## config.mk

```make
export PLATFORM = sky130hd
export DESIGN_NAME = instr_queue_reg
export DESIGN_NICKNAME = d
export VERILOG_FILES = /design/src/rtl/instr_queue_reg.sv
export SDC_FILE = /design/constraint.sdc
export NUM_CORES = 1
export LEC_CHECK = 0
export BUFFER_PORTS_ARGS = -buffer_cell sky130_fd_sc_hd__buf_2
export CAP_MARGIN = 20
export CORE_ASPECT_RATIO = 1.75
export CORE_UTILIZATION = 25
export CTS_CLUSTER_DIAMETER = 100
export DETAILED_ROUTE_END_ITERATION = 6
export GPL_ROUTABILITY_DRIVEN = 0
export PLACE_DENSITY = 0.53
export SYNTH_ARGS = -nofsm -noshare
export SYNTH_HDL_FRONTEND = slang
export SYNTH_SLANG_ARGS = --single-unit
```

## constraint.sdc

```tcl
create_clock -name clk -period 3.45 [get_ports clk]
set_input_delay 0.1725 -clock clk [delete_from_list [all_inputs] [get_ports clk]]
set_output_delay 0.1725 -clock clk [all_outputs]
set_load 0.01 [all_outputs]
```

## src/rtl/instr_queue_reg.sv

```systemverilog
// Instruction queue: DEPTH-entry FIFO between instruction memory and the control FSM.
// Optional sticky misuse flag on ovf_o enabled by defining IR_OVERFLOW_FLAG_EN.
module instr_queue_reg #(
   parameter int W     = 16,
   parameter int DEPTH = 4,
   parameter int OPW   = 4
) (
   input  logic                       clk,
   input  logic                       rst_n,
   input  logic [W-1:0]               data_i,
   input  logic                       load_i,
   output logic                       in_ready_o,
   input  logic                       take_i,
   input  logic                       flush_i,
   output logic [W-1:0]               out_o,
   output logic [OPW-1:0]             opcode_o,
   output logic                       out_valid_o,
   output logic [$clog2(DEPTH):0]     count_o,
   output logic                       ovf_o
);
   localparam int PW = $clog2(DEPTH);
   localparam int CW = PW + 1;

   logic [W-1:0]  mem_q [DEPTH];
   logic [PW-1:0] wptr_q, wptr_d, rptr_q, rptr_d;
   logic [CW-1:0] count_q, count_d;
   logic          push, pop;

   assign push = load_i && (count_q < CW'(DEPTH));
   assign pop  = take_i && (count_q != '0);

   always_comb begin
      wptr_d  = wptr_q;
      rptr_d  = rptr_q;
      count_d = count_q;
      if (flush_i) begin
         wptr_d  = '0;
         rptr_d  = '0;
         count_d = '0;
      end else begin
         if (push) wptr_d = wptr_q + PW'(1);
         if (pop)  rptr_d = rptr_q + PW'(1);
         if (push && !pop)      count_d = count_q + CW'(1);
         else if (pop && !push) count_d = count_q - CW'(1);
      end
   end

   always_ff @(posedge clk or negedge rst_n) begin
      if (!rst_n) begin
         wptr_q  <= '0;
         rptr_q  <= '0;
         count_q <= '0;
      end else begin
         wptr_q  <= wptr_d;
         rptr_q  <= rptr_d;
         count_q <= count_d;
      end
   end

   // Storage is never reset; the count-based mask hides stale words.
   always_ff @(posedge clk) begin
      if (!flush_i && push) mem_q[wptr_q] <= data_i;
   end

   assign in_ready_o  = (count_q < CW'(DEPTH));
   assign out_valid_o = (count_q != '0);
   assign out_o       = out_valid_o ? mem_q[rptr_q] : '0;
   assign opcode_o    = out_o[W-1 -: OPW];
   assign count_o     = count_q;

`ifdef IR_OVERFLOW_FLAG_EN
   logic ovf_q;
   always_ff @(posedge clk or negedge rst_n) begin
      if (!rst_n)       ovf_q <= 1'b0;
      else if (flush_i) ovf_q <= 1'b0;
      else if ((load_i && !in_ready_o) || (take_i && !out_valid_o))
         ovf_q <= 1'b1;
   end
   assign ovf_o = ovf_q;
`else
   assign ovf_o = 1'b0;
`endif

endmodule

```

==> results_dict.tcl <==
set metrics [dict create \
    die_width_um 85.3 \
    synth_enable_flop_cells 64 \
    maxSlewViolCount 0 \
    p_per_area_nw_per_um2 755 \
    min_period_ns 2.15 \
    max_cap_viol_count 0 \
    setup_viol 0 \
    io_buffers 45 \
    yosysWarningCount 0 \
    ys_ff_latch 71 \
    grt_pass1_wl_mm 8.76 \
    skew_ns 0.00505 \
    synth_sequential_area_ratio 0.691 \
    hpwlAfterDp_mm 3.78 \
    dp_cells 335 \
    dr.pass1.iters 4 \
    cp.required_ns 3.67 \
    start_util 0.259 \
    die_y_um 148 \
    num_antenna_cells 0 \
    final_common_cell "edfxtp_1" \
    clock_sinks 71 \
    io_pins 47 \
    pwr-share-clk 0.303 \
    drive_gt1_frac 0.336 \
    timing.fmax_ghz 0.465 \
    ctsLongestPathBuffers 2 \
    setup.worst_path.start_class "flop" \
    clkLatencyLatePin_ns 0.33 \
    die_area_um2 12600 \
    cts_made_buffers 9 \
    critPathTopFamily "compound AO/OA/AOI/OAI gates" \
    path_buf_inv 0 \
    seqPwrFrac 0.397 \
    dp_slack_ns 1.29 \
    htree_levels 3 \
    nFillCells 1165 \
    path_max_fanout 21 \
    p_int_mw 1.90 \
    p_leak_nw 1.30 \
    worstSetupEndpoint "count_o[1]$_DFFE_PN0P_" \
    regArea_um2 2100 \
    grt-ovfl-total 0 \
    fp-row-count 52 \
    fin_nets 238 \
    worst_pin_slew_ns 0.903 \
    drt-total-wl_mm 5.62 \
    ir_worst_vdd_v 0.000270 \
    cp-startpoint "count_o[2]$_DFFE_PN0P_" \
    switching_share 0.304 \
    multi_input_area_um2 816 \
    p_sw_mw 0.831 \
    outcome "complete, no violations" \
    ff2ff_setup_slack_ns 1.30 \
    syn2layout_area_growth_pct 19.3 \
    final_cell_count_no_fill 352 \
    crit_slowest_cell "or3_4" \
    path_cells "or3_4, a21oi_1, fa_1, a2bb2oi_1, a311oi_1" \
    path_depth 5 \
    hold_viol_final 0 \
    drt_iter0_markers 66 \
    wire_per_inst_um 16.0 \
    track_usage 0.0981 \
    rsz0062_at_grt "no" \
    synth_ff_type "edfxtp_1" \
    crit_type "reg -> reg" \
    vias 1547 \
    slowest_delay_ns 0.49 \
    rr_endpoint "count_o[1]$_DFFE_PN0P_" \
    drc 0 \
    slew_headroom 0.398 \
    cts-root-buf "clkbuf_16" \
    path_clk_slew_ns 0.06 \
    core_region_area_um2 11700 \
    rr_startpoint "count_o[2]$_DFFE_PN0P_" \
    crit_arrival_ns 2.37 \
    rr_worst_depth 5 \
    drt-vias-per-instance 4.39 \
    p_comb_frac 0.301 \
    end_kind "flop" \
    antenna_found_initial 0 \
    hold_class "in -> reg" \
    synth.distinct_cells 35 \
    syn_nets 193 \
    final_cell_mix "edfxtp_1, buf_2, and2_1" \
    cts_tree "built" \
    grt_pass1_vias 1568 \
    fin_ws_ns 1.30 \
    synthCells 167 \
    tns_ns 0 \
    ant_nets 0 \
    fin_crit_sh 0.623 \
    grt_max_degree 22 \
    synth_area_per_cell_um2 18.2 \
    syn_area_um2 3030 \
    synthArstFlopShare 0.0986 \
]
==> sequential cells by signal, indices dropped and copies added (netlist names) <==
| signal | cells |
|---|---|
| rptr_q | 2 |
| count_o | 3 |
| mem_q | 64 |
| wptr_q | 2 |
==> how the worst min path moves through the flow <==
stage          startpoint                      to  cells past startpoint
6_report       data_i[10]  mem_q[1][10]$_DFFE_PP_                      1
5_1_grt        data_i[11]  mem_q[1][11]$_DFFE_PP_                      1
4_1_cts         data_i[5]   mem_q[1][5]$_DFFE_PP_                      1
3_5_place_dp        rst_n  count_o[2]$_DFFE_PN0P_                      1
3_3_place_gp        rst_n  count_o[2]$_DFFE_PN0P_                      1
2_1_floorplan       rst_n  count_o[0]$_DFFE_PN0P_                      0
==> per-layer routing <==
metal,GRT usage,part of all wire,wire length (um)
met4,0.0550,0.021,116
met1,0.0955,0.36,2010
met2,0.183,0.58,3270
met5,0,0,0
met3,0.0274,0.040,223
==> synthesized netlist by cell type, types with 2 or more instances <==
cell / instances / area share
mux4_2: 8 / 0.059
clkbuf_1: 2 / 0.0025
buf_4: 5 / 0.012
mux4_1: 8 / 0.069
o21ai_0: 2 / 0.0033
buf_2: 3 / 0.0049
dfrtp_1: 7 / 0.058
xnor2_1: 2 / 0.0058
a21oi_1: 3 / 0.0049
and2_1: 20 / 0.041
nor2_1: 7 / 0.0087
edfxtp_1: 64 / 0.63
ha_1: 4 / 0.016
nand3_1: 3 / 0.0049
xor2_1: 2 / 0.0058
inv_1: 5 / 0.0062
nand2_1: 3 / 0.0037
buf_6: 2 / 0.0074
==> worst reg2reg max path, delay by kind of cell, from the launching register on <==
kind	cells	cell delay (ns)
simple gates	1	0.49
compound gates	3	0.65
fa+ha+maj	1	0.44
flops	1	0.47
==> timing repair <==
item	4_1_cts	5_1_grt
setup buffers	0	0
endpoints found under the hold margin	7	0
endpoints found under the setup margin	0	0
resized for setup	0	0
hold buffers	1	0
==> metrics by stage <==
step / cell area (um^2) / hold slack, ns / util / power (mW)
after global placement: 3330 / 0.0203 / 0.285 / 1.94
after global routing: 3620 / 0.0542 / 0.309 / 2.87
after floorplan: 3030 / -0.123 / - / 1.72
final: 3620 / 0.0574 / 0.309 / 2.73
after detailed placement: 3330 / 0.0229 / 0.285 / 1.95
after CTS: 3620 / 0.0474 / 0.309 / 2.78
==> power groups by stage <==
stage                     combinational (mW)  clock, mW  sequential [mW]
final                                  0.822      0.827             1.08
after detailed placement               0.850          0             1.10
after global routing                   0.905      0.874             1.10
after CTS                              0.852      0.844             1.08
after global placement                 0.848          0             1.10
after floorplan                        0.640          0             1.08
==> kinds of logic (layout without fill, tap and decap cells) <==
| group | Yosys count | count (layout) | share of synthesized area |
|---|---|---|---|
| XOR/XNOR | 4 | 4 | 0.0115 |
| buffers and inverters | 18 | 68 | 0.0400 |
| flip-flops | 71 | 71 | 0.691 |
| multiplexers | 17 | 17 | 0.132 |
| AND/OR/NAND/NOR | 40 | 40 | 0.0755 |
| other | 1 | 1 | 0.00124 |
| adder cells (fa/ha/maj) | 5 | 5 | 0.0231 |
| AO/OA/AOI/OAI | 11 | 11 | 0.0256 |
==> final cells by class <==
cell class | count | share of cell area
tap | 135 | 0.0467
inverter | 5 | 0.00519
sequential | 71 | 0.580
clock buffer | 10 | 0.0633
multi-input combinational | 78 | 0.225
timing repair buffer | 47 | 0.0671
clock inverter | 6 | 0.0128
No activity file was read; power rests on OpenSTA's default activity.
